$ cat src/rtl/prio_grant_arbiter.sv
// Fixed-priority (B > A > C) grant arbiter with grant hold, forced release after MAX_HOLD cycles and a one-cycle handover gap.
// Optional starvation guard for A and C: define PRIO_ARB_STARVE_GUARD_EN.
module prio_grant_arbiter #(
  parameter int MAX_HOLD = 8
) (
  input  logic clk,
  input  logic rst,
  input  logic req_a,
  input  logic req_b,
  input  logic req_c,
  output logic grant_x,
  output logic grant_y,
  output logic grant_z,
  output logic busy,
  output logic timeout
);

  localparam int HCW = $clog2(MAX_HOLD + 1);
  localparam logic [HCW-1:0] MAX_CNT = HCW'(MAX_HOLD);

  typedef enum logic [1:0] {
    IDLE  = 2'd0,
    GRANT = 2'd1,
    GAP   = 2'd2
  } state_t;

  state_t         state_r;
  logic [HCW-1:0] hold_cnt_r;
  logic [2:0]     mask_r;      // bit order {b, a, c}
  logic           grant_x_r;
  logic           grant_y_r;
  logic           grant_z_r;
  logic           busy_r;
  logic           timeout_r;

  logic [2:0] raw_s;
  logic [2:0] eff_s;
  logic [2:0] pick_s;
  logic [2:0] prio_s;
  logic [2:0] win_s;
  logic [2:0] own_bits_s;
  logic       owner_req_s;

  assign raw_s       = {req_b, req_a, req_c};
  assign eff_s       = raw_s & ~mask_r;
  // A masked sole requester is still served, so the mask only reorders, never starves.
  assign pick_s      = (eff_s != 3'b000) ? eff_s : raw_s;
  assign own_bits_s  = {grant_z_r, grant_x_r, grant_y_r};
  assign owner_req_s = (grant_x_r & req_a) | (grant_y_r & req_c) | (grant_z_r & req_b);

  // Fixed-priority pick among candidate requests.
  always_comb begin
    prio_s = 3'b000;
    if (pick_s[2]) begin
      prio_s = 3'b100;
    end else if (pick_s[1]) begin
      prio_s = 3'b010;
    end else if (pick_s[0]) begin
      prio_s = 3'b001;
    end else begin
      prio_s = 3'b000;
    end
  end

`ifdef PRIO_ARB_STARVE_GUARD_EN
  logic [3:0] age_a_r;
  logic [3:0] age_c_r;

  // Aged requesters override priority and mask; A wins a tie.
  always_comb begin
    win_s = prio_s;
    if ((age_a_r >= 4'd3) && req_a) begin
      win_s = 3'b010;
    end else if ((age_c_r >= 4'd3) && req_c) begin
      win_s = 3'b001;
    end else begin
      win_s = prio_s;
    end
  end

  // Age counters advance on each lost IDLE arbitration.
  always_ff @(posedge clk) begin
    if (rst) begin
      age_a_r <= 4'd0;
      age_c_r <= 4'd0;
    end else if (state_r == IDLE) begin
      if (!req_a || win_s[1]) begin
        age_a_r <= 4'd0;
      end else if (age_a_r != 4'd15) begin
        age_a_r <= age_a_r + 4'd1;
      end else begin
        age_a_r <= age_a_r;
      end
      if (!req_c || win_s[0]) begin
        age_c_r <= 4'd0;
      end else if (age_c_r != 4'd15) begin
        age_c_r <= age_c_r + 4'd1;
      end else begin
        age_c_r <= age_c_r;
      end
    end else begin
      age_a_r <= age_a_r;
      age_c_r <= age_c_r;
    end
  end
`else
  assign win_s = prio_s;
`endif

  // Arbitration state machine with registered grant, busy and timeout outputs.
  always_ff @(posedge clk) begin
    if (rst) begin
      state_r    <= IDLE;
      hold_cnt_r <= '0;
      mask_r     <= 3'b000;
      grant_x_r  <= 1'b0;
      grant_y_r  <= 1'b0;
      grant_z_r  <= 1'b0;
      busy_r     <= 1'b0;
      timeout_r  <= 1'b0;
    end else begin
      case (state_r)
        IDLE: begin
          mask_r    <= 3'b000;
          timeout_r <= 1'b0;
          if (win_s != 3'b000) begin
            grant_z_r  <= win_s[2];
            grant_x_r  <= win_s[1];
            grant_y_r  <= win_s[0];
            hold_cnt_r <= HCW'(1);
            busy_r     <= 1'b1;
            state_r    <= GRANT;
          end else begin
            grant_z_r  <= 1'b0;
            grant_x_r  <= 1'b0;
            grant_y_r  <= 1'b0;
            hold_cnt_r <= '0;
            busy_r     <= 1'b0;
            state_r    <= IDLE;
          end
        end
        GRANT: begin
          if (!owner_req_s) begin
            grant_x_r  <= 1'b0;
            grant_y_r  <= 1'b0;
            grant_z_r  <= 1'b0;
            hold_cnt_r <= '0;
            mask_r     <= 3'b000;
            timeout_r  <= 1'b0;
            state_r    <= GAP;
          end else if (hold_cnt_r >= MAX_CNT) begin
            grant_x_r  <= 1'b0;
            grant_y_r  <= 1'b0;
            grant_z_r  <= 1'b0;
            hold_cnt_r <= '0;
            mask_r     <= own_bits_s;
            timeout_r  <= 1'b1;
            state_r    <= GAP;
          end else begin
            hold_cnt_r <= hold_cnt_r + HCW'(1);
            timeout_r  <= 1'b0;
            state_r    <= GRANT;
          end
        end
        GAP: begin
          grant_x_r <= 1'b0;
          grant_y_r <= 1'b0;
          grant_z_r <= 1'b0;
          busy_r    <= 1'b0;
          timeout_r <= 1'b0;
          state_r   <= IDLE;
        end
        default: begin
          state_r    <= IDLE;
          hold_cnt_r <= '0;
          mask_r     <= 3'b000;
          grant_x_r  <= 1'b0;
          grant_y_r  <= 1'b0;
          grant_z_r  <= 1'b0;
          busy_r     <= 1'b0;
          timeout_r  <= 1'b0;
        end
      endcase
    end
  end

  assign grant_x = grant_x_r;
  assign grant_y = grant_y_r;
  assign grant_z = grant_z_r;
  assign busy    = busy_r;
  assign timeout = timeout_r;

endmodule

$ cat config.mk
export PLATFORM = sky130hd
export DESIGN_NAME = prio_grant_arbiter
export DESIGN_NICKNAME = d
export VERILOG_FILES = /design/src/rtl/prio_grant_arbiter.sv
export SDC_FILE = /design/constraint.sdc
export NUM_CORES = 1
export LEC_CHECK = 0
export CAP_MARGIN = 10
export CORE_MARGIN = 5
export CORE_UTILIZATION = 49
export CTS_CLUSTER_DIAMETER = 50
export CTS_CLUSTER_SIZE = 14
export DETAILED_ROUTE_END_ITERATION = 7
export PLACE_DENSITY = 0.83
export SETUP_SLACK_MARGIN = 0.5
export SLEW_MARGIN = 40
export SYNTH_ARGS = -nofsm -noshare
export SYNTH_HDL_FRONTEND = slang
export SYNTH_SLANG_ARGS = --single-unit
$ cat constraint.sdc
create_clock -name clk -period 1.7 [get_ports clk]
set_clock_uncertainty 0.2 [all_clocks]
set_input_delay 0.17 -clock clk [delete_from_list [all_inputs] [get_ports clk]]
set_output_delay 0.17 -clock clk [all_outputs]
set_load 0.005 [all_outputs]
After elaboration in Yosys (flattened, before gate mapping):

Cells that the tools add are included.

* order comparisons: 1
* equal/unequal tests: 3
* reductions and logical operators: 5
* add/subtract/negate cells: 1
* muxes and demuxes: 26
* bitwise operators: 10

Operators by type and width (count)
* $mux W3: 4
* $pmux W4 S3: 1
* $mux W1: 10
* $mux W4: 2
* $pmux W1 S2: 4
* $mux W2: 3
* $pmux W3 S2: 1
* $reduce_bool A3 Y1: 2
* $add A4 B1 Y4 const B: 1
* $ge A4 B4 Y1 const B: 1
* $pmux W2 S2: 1
* $and A1 B1 Y1: 3
* $and A3 B3 Y3: 1
* $ne A3 B3 Y1 const B: 1
* $not A1 Y1: 3
* $not A3 Y3: 1
* $reduce_or A3 Y1: 1
* $eq A2 B1 Y1 const B: 1
* $eq A2 B2 Y1 const B: 1
* $logic_not A2 Y1: 1
* $or A1 B1 Y1: 2
* $reduce_and A2 Y1: 1

* output and inout port bits: 5
* register bits: 14
* input bits: 5
* logic and storage cells: 54

Depth between registers and ports, before layout:

Gate-level depths: netlist (run 1).

* word-level depth: 10
* mapped depth: 5

Worst setup path after synthesis (run 1):

No wires, ideal clock.

* path kind: register to register
* start point: register grant_x_r (netlist: grant_x)
* end point: register state_r[0]
* setup slack: 74 ps
* arrival: 1298 ps
* buffers on the path: 0
* library setup time: 128 ps
* stages on the path, launching flop included: 5
* period minus slack after synthesis: 1626 ps
* data required time: 1372 ps
* cells stage by stage: dfxtp_1 a222oi_1 nor3_2 a21o_1 nor2b_1

* word-level cells in the longest chain between the ends: 5

RTL lines
* from (decl): RTL line 30 `logic grant_x_r;`
* from (signal assigned): RTL line 128 `grant_x_r <= win_s[1];`
* $and A1 B1 Y1: RTL line 49 `assign owner_req_s = (grant_x_r & req_a) | (grant_y_r & req_c) | (grant_z_r & req_b);`
* $or A1 B1 Y1 (2 in a row): RTL line 49
* $mux W2: RTL line 143 `if (!owner_req_s) begin`
* $pmux W2 S2: RTL line 122 `case (state_r)`
* to (signal assigned): RTL line 132 `state_r <= GRANT;`
* to (signal assigned): RTL line 139 `state_r <= IDLE;`
* to (signal assigned): RTL line 150 `state_r <= GAP;`
* to (decl): RTL line 27 `state_t state_r;`

No other way between the ends.
A chain may end at the register's enable or synchronous reset.

Final worst setup path (run 1):

* start point: register grant_x_r (netlist: grant_x)
* end point: register mask_r[2]

* word-level cells in the longest chain between the ends: 5
* elaborated cells between the ends (all ways): 7
* those cells by class: eq/ne: 1; mux: 2; bitwise: 3; reduce/logical: 1

RTL lines
* $and A1 B1 Y1 *: RTL line 49
* $or A1 B1 Y1 * (2 in a row): RTL line 49
* $mux W3 or $ne A3 B3 Y1 (tied branches)
* $pmux W3 S2 or $reduce_and A2 Y1 (tied branches)
* to (signal assigned): RTL line 156 `mask_r <= own_bits_s;`
* to (decl): RTL line 29 `logic [2:0] mask_r;`

Mark *: on every way between the ends. The rest lies on a longest branch, timed or not.

==> run summary, run 1 <==
Outcome: finished clean
# setup viols final: 0
Initial Util: 0.502
Clock buffer depth: 2
Max FO, Critical Path: 8
Seq/Total Area, Yosys: 0.440
Fill cells: 84
Layout cells sized above 1: 0.410
Hold Crit Start: req_b
Routed WL per cell: 15.5 um
Vias in the first global route: 641
Gpl congestion: 0.886
Final worst path period share: 0.903
GR peak layer: met2
Met2 Track Usage GR: 0.305
Final setup margin: 0.166 ns
CP Launch Point: grant_x$_SDFFE_PP0P_
1st-iter DRT viols: 27
Critical path class: reg2reg
HPWL Detailed: 1.16 mm
Maximum capacitance violations: 0
IO Count: 10
Mean Syn Cell Area: 9.23 sq um
Clk sinks: 14
Die Height: 46.1 um
Post-route ant nets: 0
RSZ-0062 raised after global routing: true
Post-Route Utilization: 0.774
Die X: 46.1 um
Area of the multi-input gates: 388 sq um
Routed wire length: 1.79 mm
DRT Pass-1 Iters: 4
Synth Warn #: 0
Worst path arrival time: 1.56 ns
Most frequent cells in the layout: 13 x buf_4, 10 x dfxtp_1, 9 x buf_6, 6 x nor2_1, 6 x nand2_1
Library cells used by synthesis: 27
CTS Root Cell: clkbuf_4
Synthesis-to-finish area growth: 54.2%
Routed vias: 652
Routing usage on met1: 0.206
Register Area: 285 sq um
Total global-route track usage: 0.182
Slew Viols, Final: 0
TritonCTS Buffers: 3
CTS tree: yes
Number of nets in the layout: 108
Hold Crit Class: in2reg
Fmax achieved: 652 MHz
Yosys reg bits: 14
Clock Latency Late Sink: 0.29 ns
Final hold vios: 0
Clk slew on worst S/H paths: 0.09 ns
Drt via density: 5.67
Mapped cell area: 637 sq um
Leakage: 0.423 nW
Total number of H-tree levels: 1
Post-Syn Nets: 76
Ys flop type: dfxtp_1
Total grt overflow: 0
Row count: 13
Commonest non-fill, non-tap cell in the layout: buf_4
Mapped Cells: 69
RR Startpoint: grant_x$_SDFFE_PP0P_
Crit path capture type: flip-flop
Core Box Area: 0.00127 sq mm
Post-synth EDFFs: 0
Asr flop ratio synth: 0
First-pass GRT wire length: 2.68 mm
Pin count of the biggest net entering global routing: 14
Post-Place Setup Slack: -0.248 ns
Power Density: 790 mW/mm^2
Die footprint: 0.00212 sq mm
Quantity of I/O buffers inserted on ports: 9
WP data required: 1.72 ns
VDD IR max: 0.593 mV
Worst slew margin: 0.734
Met3 Track Usage GR: 0.0469
Slew @ Worst Pin: 0.397 ns
Ant. Diodes: 0
Residual DRC: 0
Startpoint type of the worst setup path: flip-flop
Initial antenna violation count: 0
Crit path time final: 1.53 ns
routing by layer:
metal,vias up,wire [um]
li1,308,-
met1,308,723
met2,23,906
met3,13,91
met4,0,68
met5,-,0
area by class of cell:
cell class              instances  share of cell area
repair buffers                 28               0.251
multi-input cells              52               0.395
well taps                      15              0.0191
inverters                       2             0.00764
flip-flops and latches         14               0.290
clock buffers                   4              0.0369
timing repair:
item	CTS	global route
gates cloned	0	0
endpoints found under the setup margin	19	19
pin swaps	1	6
setup buffers	3	4
resized for setup	34	8
hold buffers	0	0
Yosys cell counts (2+ instances only):
master,number,area (sq um)
a32oi_1,2,17.5
a21oi_1,3,15.0
dfxtp_1,14,280
nor2_1,7,26.3
nand2b_1,4,25.0
mux2i_1,5,50.1
nand2_1,6,22.5
ha_1,2,25.0
inv_1,2,7.51
nor3_1,3,15.0
nor2b_1,5,31.3
kinds of logic after synthesis:
| kind of cell | share of synthesized area |
|---|---|
| buffers and inverters | 0.0177 |
| flip-flops | 0.440 |
| multiplexers | 0.0786 |
| XOR/XNOR | 0.0138 |
| AND/OR/NAND/NOR | 0.261 |
| AO/OA/AOI/OAI | 0.149 |
| adder cells (fa/ha/maj) | 0.0393 |
final timing paths:
check                                               to  slack, ns  depth (start not counted)
worst min-delay path              grant_z$_SDFFE_PP0P_       0.19                          4
worst min register to register  mask_r[0]$_SDFFE_PP0P_       0.32                          2
worst max-delay path            mask_r[2]$_SDFFE_PP0P_       0.17                          5
worst max register to register  mask_r[2]$_SDFFE_PP0P_       0.17                          5
critical path: stages (launching register included):
cell and delay, ns:
dfxtp_2 0.33, a222oi_1 0.33, buf_4 0.20, nor3_4 0.06, nor2_4 0.15, mux2i_1 0.20
registers in the layout, summed over array words and instances, names as in the netlist:
register	cells
busy	1
grant_x	1
grant_y	1
grant_z	1
hold_cnt_r	4
mask_r	3
state_r	2
timeout	1
where the power goes:
| group | switching (mW) | internal, mW | total, mW |
|---|---|---|---|
| clock network | 0.115 | 0.131 | 0.246 |
| logic | 0.0755 | 0.0976 | 0.173 |
| registers | 0.0126 | 0.344 | 0.357 |
through the flow:
step	setup TNS, ns	power, mW	area [sq um]	instances	hold WS [ns]
detailed placement	-2.04	0.499	833	104	0.311
floorplan	0	0.427	638	69	0.137
finish	0	0.776	982	115	0.187
global route	0	0.812	982	115	0.202
global placement	-1.34	0.495	833	104	0.288
CTS	0	0.755	937	111	0.227
(Power assumes the default switching activity.)
==> inputs of run 2 (changes only) <==
--- a/config.mk
+++ b/config.mk
@@ -11,7 +11,7 @@
 export CTS_CLUSTER_DIAMETER = 50
 export CTS_CLUSTER_SIZE = 14
 export DETAILED_ROUTE_END_ITERATION = 7
-export PLACE_DENSITY = 0.83
+export PLACE_DENSITY = 0.74
 export SETUP_SLACK_MARGIN = 0.5
 export SLEW_MARGIN = 40
 export SYNTH_ARGS = -nofsm -noshare
==> run 2 against run 1 <==
Against the previous run:
- cell area down 5.0%
- total power down 11%
- largest cell class unchanged
- utilization down 3.8 points
- clock-buffer cell count down 1
- first-iteration DRC count down 85%
==> run summary, run 2 (synthesis gave the netlist of run 1 again) <==
1st-iter DRT viols: 4
Core Box Area: 0.00127 sq mm
Slew Viols, Final: 0
Total grt overflow: 0
Final worst path period share: 0.883
Design Power: 0.689 mW
Initial antenna violation count: 0
Clock Latency Late Sink: 0.27 ns
Slew @ Worst Pin: 0.395 ns
Crit path time final: 1.50 ns
Max reg flops: 4
Die Height: 46.1 um
WP data required: 1.71 ns
First-pass GRT wire length: 2.27 mm
Crit path capture type: flip-flop
RSZ-0062 raised after global routing: true
# setup viols final: 0
DRT Pass-1 Iters: 4
Synthesis-to-finish area growth: 46.6%
Initial Util: 0.502
Leakage: 0.395 nW
IO Count: 10
Pin count of the biggest net entering global routing: 14
Clk slew on worst S/H paths: 0.08 ns
Routed WL per cell: 12.3 um
Worst R2R Path Depth: 5
Power Density: 738 mW/mm^2
CTS Root Cell: clkbuf_4
Quantity of I/O buffers inserted on ports: 9
Die footprint: 0.00212 sq mm
FF-to-FF setup slack: 0.20 ns
Outcome: finished clean
Maximum capacitance violations: 0
Routed vias: 600
Most frequent cells in the layout: 10 x dfxtp_1, 10 x buf_4, 9 x buf_6, 6 x nor2_1, 6 x nand2_1
Fill cells: 85
Biggest register: hold_cnt_r
HPWL Detailed: 1.04 mm
Hold Crit Class: in2reg
Routed wire length: 1.37 mm
Placed Area: 833 sq um
Area of the multi-input gates: 372 sq um
RR Startpoint: grant_x$_SDFFE_PP0P_
Gpl congestion: 0.829
Fmax achieved: 666 MHz
Max FO, Critical Path: 8
Number of nets in the layout: 105
Total number of H-tree levels: 1
Hold EP: grant_z$_SDFFE_PP0P_
Row count: 13
Worst path arrival time: 1.51 ns
Vias in the first global route: 552
Hold Crit Start: req_b
Drt via density: 5.41
Critical path class: reg2reg
Hold depth: 4
Ant. Diodes: 0
Layout cells sized above 1: 0.344
Residual DRC: 0
Startpoint type of the worst setup path: flip-flop
TritonCTS Buffers: 3
Hold WS: 0.241 ns
Worst slew margin: 0.736
Top flop regs: hold_cnt_r x4, mask_r x3, state_r x2
Total global-route track usage: 0.150
RR Endpoint: mask_r[1]$_SDFFE_PP0P_
Final instance area: 933 sq um
CTS tree: yes
Post-route ant nets: 0
VDD IR max: 0.482 mV
Final hold vios: 0
Clk sinks: 14
Clock buffer depth: 2
Register Area: 285 sq um
Die X: 46.1 um
run 2: how the worst max path moves through the flow:
stage | startpoint | endpoint | slack, ns
global route | grant_x$_SDFFE_PP0P_ | mask_r[0]$_SDFFE_PP0P_ | 0.11
detailed placement | req_a | hold_cnt_r[3]$_SDFFE_PP0N_ | -0.22
global placement | req_a | hold_cnt_r[3]$_SDFFE_PP0N_ | -0.16
CTS | grant_x$_SDFFE_PP0P_ | mask_r[1]$_SDFFE_PP0P_ | 0.19
finish | grant_x$_SDFFE_PP0P_ | mask_r[1]$_SDFFE_PP0P_ | 0.20
floorplan | grant_x$_SDFFE_PP0P_ | state_r[0]$_SDFF_PP0_ | 0.08
run 2: area by class of cell:
class,instances,area share
flip-flops and latches,14,0.306
multi-input cells,52,0.398
inverters,2,0.00804
well taps,15,0.0201
clock buffers,3,0.0241
repair buffers,25,0.244
run 2: worst max-delay path: stages (launching register included):
cell and delay, ns:
dfxtp_2 0.32, a222oi_1 0.32, buf_4 0.19, nor3_4 0.06, nor2_4 0.15, mux2i_1 0.19
run 2: what timing repair did:
item | 4_1_cts | 5_1_grt
hold buffers | 0 | 0
resized for setup | 32 | 5
endpoints found under the setup margin | 19 | 17
hold endpoints to repair | 0 | 0
buffers inserted | 0 | 4
pin swaps | 2 | 2
run 2: stage by stage:
step           setup WS (ns)  TNS (ns)  utilization  cells
4_1_cts                0.192         0        0.702    107
6_report               0.198         0        0.736    111
3_3_place_gp          -0.155     -1.30        0.657    104
3_5_place_dp          -0.222     -1.85        0.657    104
2_1_floorplan         0.0769         0            -     69
5_1_grt                0.107         0        0.736    111
run 2: where the power goes:
part,total (mW),switching (mW),internal (mW)
sequential,0.357,0.0122,0.344
combinational,0.154,0.0665,0.0878
clock,0.178,0.0962,0.0821
run 2: per-layer routing:
| metal | track usage | routed length (um) | vias up |
|---|---|---|---|
| met2 | 0.231 | 674 | 11 |
| met5 | 0 | 0 | - |
| li1 | - | - | 307 |
| met3 | 0.0352 | 68 | 2 |
| met4 | 0.0852 | 19 | 0 |
| met1 | 0.190 | 607 | 280 |
==> inputs of run 3 (changes only) <==
--- a/config.mk
+++ b/config.mk
@@ -5,12 +5,14 @@
 export SDC_FILE = /design/constraint.sdc
 export NUM_CORES = 1
 export LEC_CHECK = 0
+export ABC_CLOCK_PERIOD_IN_PS = 1700
 export CAP_MARGIN = 10
 export CORE_MARGIN = 5
 export CORE_UTILIZATION = 49
 export CTS_CLUSTER_DIAMETER = 50
 export CTS_CLUSTER_SIZE = 14
 export DETAILED_ROUTE_END_ITERATION = 7
+export GPL_TIMING_DRIVEN = 0
 export PLACE_DENSITY = 0.74
 export SETUP_SLACK_MARGIN = 0.5
 export SLEW_MARGIN = 40
==> run 3 against run 2 <==
Against the previous run:
- global-route usage rose by 1.8 points
- via count grew 3.5%
- combinational power decreased by 9%
- sequential share of layout area increased by 0.89 points
- utilization shrank 1.8 points
- largest cell class unchanged
==> run summary, run 3 (synthesis gave the netlist of run 1 again) <==
Most used cell, CP: buf_4
Crit path depth: 6
Total global-route track usage: 0.168
Routed WL per cell: 13.9 um
VDD IR max: 0.566 mV
Total grt overflow: 0
Clock buffer depth: 2
Die footprint: 0.00212 sq mm
Max reg flops: 4
Drt via density: 5.70
Initial Util: 0.502
Crit path time final: 1.62 ns
Number of nets in the layout: 103
Crit path capture type: flip-flop
Post-Place Setup Slack: -0.516 ns
Pin count of the biggest net entering global routing: 11
Vias in the first global route: 600
Worst R2R Path Depth: 6
Layout cells sized above 1: 0.330
WP data required: 1.66 ns
Row count: 13
Hold depth: 3
Initial antenna violation count: 0
Maximum capacitance violations: 0
TritonCTS Buffers: 3
Clk slew on worst S/H paths: 0.08 ns
Critical path class: reg2reg
Worst slew margin: 0.706
Biggest register: hold_cnt_r
Total number of H-tree levels: 1
Residual DRC: 0
RSZ-0062 raised after global routing: true
Hold buffer count at cts: 0
CP max stage delay: 0.33 ns
Ant. Diodes: 0
Final worst path period share: 0.951
Post-Route Utilization: 0.718
Critical path cell sequence: a222oi_1, buf_4, nor3_4, buf_4, a21o_1, nor2b_1
Post-route ant nets: 0
DRT Pass-1 Iters: 5
First-pass GRT wire length: 2.58 mm
Routed wire length: 1.52 mm
Final hold vios: 0
Outcome: finished clean
Fmax achieved: 618 MHz
Worst path arrival time: 1.58 ns
Core Box Area: 0.00127 sq mm
IO Count: 10
# setup viols final: 0
Clk sinks: 14
CTS Root Cell: clkbuf_4
1st-iter DRT viols: 13
Die Height: 46.1 um
Largest delay share family, worst path: compound AO/OA/AOI/OAI gates
Final std cells w/o fill: 109
Die X: 46.1 um
Quantity of I/O buffers inserted on ports: 9
HPWL Detailed: 958 um
Buffers & Inverters on Critical Path: 2
Slew Viols, Final: 0
Hold Crit Class: in2reg
Gpl congestion: 0.812
Final setup margin: 0.0825 ns
Power Density: 751 mW/mm^2
Top flop regs: hold_cnt_r x4, mask_r x3, state_r x2
Slowest-stage cell, CP: dfxtp_2
Most frequent cells in the layout: 9 x dfxtp_1, 9 x buf_4, 7 x nor2_1, 6 x nand2_1
Clock Latency Late Sink: 0.27 ns
Leakage: 0.390 nW
Design Power: 0.684 mW
Startpoint type of the worst setup path: flip-flop
CTS tree: yes
Slew @ Worst Pin: 0.441 ns
Max FO, Critical Path: 5
Placed insts: 93
Synthesis-to-finish area growth: 43.0%
Routed vias: 621
run 3: final timing paths:
check                              start                endpoint  slack (ns)
hold / removal                     req_a    grant_x$_SDFFE_PP0P_        0.21
hold reg to reg   mask_r[0]$_SDFFE_PP0P_  mask_r[0]$_SDFFE_PP0P_        0.31
setup / recovery    grant_x$_SDFFE_PP0P_   state_r[0]$_SDFF_PP0_        0.08
setup reg to reg    grant_x$_SDFFE_PP0P_   state_r[0]$_SDFF_PP0_        0.08
run 3: routing by layer:
metal / track usage / part of all wire / up-vias / routed length, um
li1: - / - / 298 / -
met1: 0.206 / 0.42 / 298 / 630
met2: 0.291 / 0.51 / 21 / 770
met3: 0.0234 / 0.056 / 4 / 85
met4: 0.0682 / 0.019 / 0 / 29
met5: 0 / 0 / - / 0
run 3: worst reg2reg max path, stage by stage (launching register included):
cell      delay [ns]
dfxtp_2         0.33
a222oi_1        0.32
buf_4           0.19
nor3_4          0.05
buf_4           0.16
a21o_1          0.14
nor2b_1         0.12
run 3: layout make-up:
type	instances	area [sq um]
timing repair buffer	22	189
inverter	2	7.51
fill	102	358
clock buffer	3	22.5
buffer	1	5.00
multi-input combinational	52	382
tap	15	18.8
sequential	14	287
run 3: power by group:
| part | internal [mW] | switching [mW] |
|---|---|---|
| combinational | 0.0764 | 0.0640 |
| sequential | 0.345 | 0.0174 |
| clock | 0.0819 | 0.0995 |
run 3: timing repair:
item | 4_1_cts | 5_1_grt
resized for setup | 27 | 7
endpoints found under the setup margin | 19 | 19
buffers inserted | 10 | 3
pin swaps | 4 | 4
run 3: through the flow:
| stage | hold slack [ns] | TNS (ns) | area [sq um] |
|---|---|---|---|
| finish | 0.210 | 0 | 911 |
| global route | 0.223 | -0.0291 | 911 |
| CTS | 0.194 | 0 | 885 |
| detailed placement | 0.285 | -5.13 | 747 |
| global placement | 0.280 | -4.42 | 747 |
| floorplan | 0.137 | 0 | 638 |
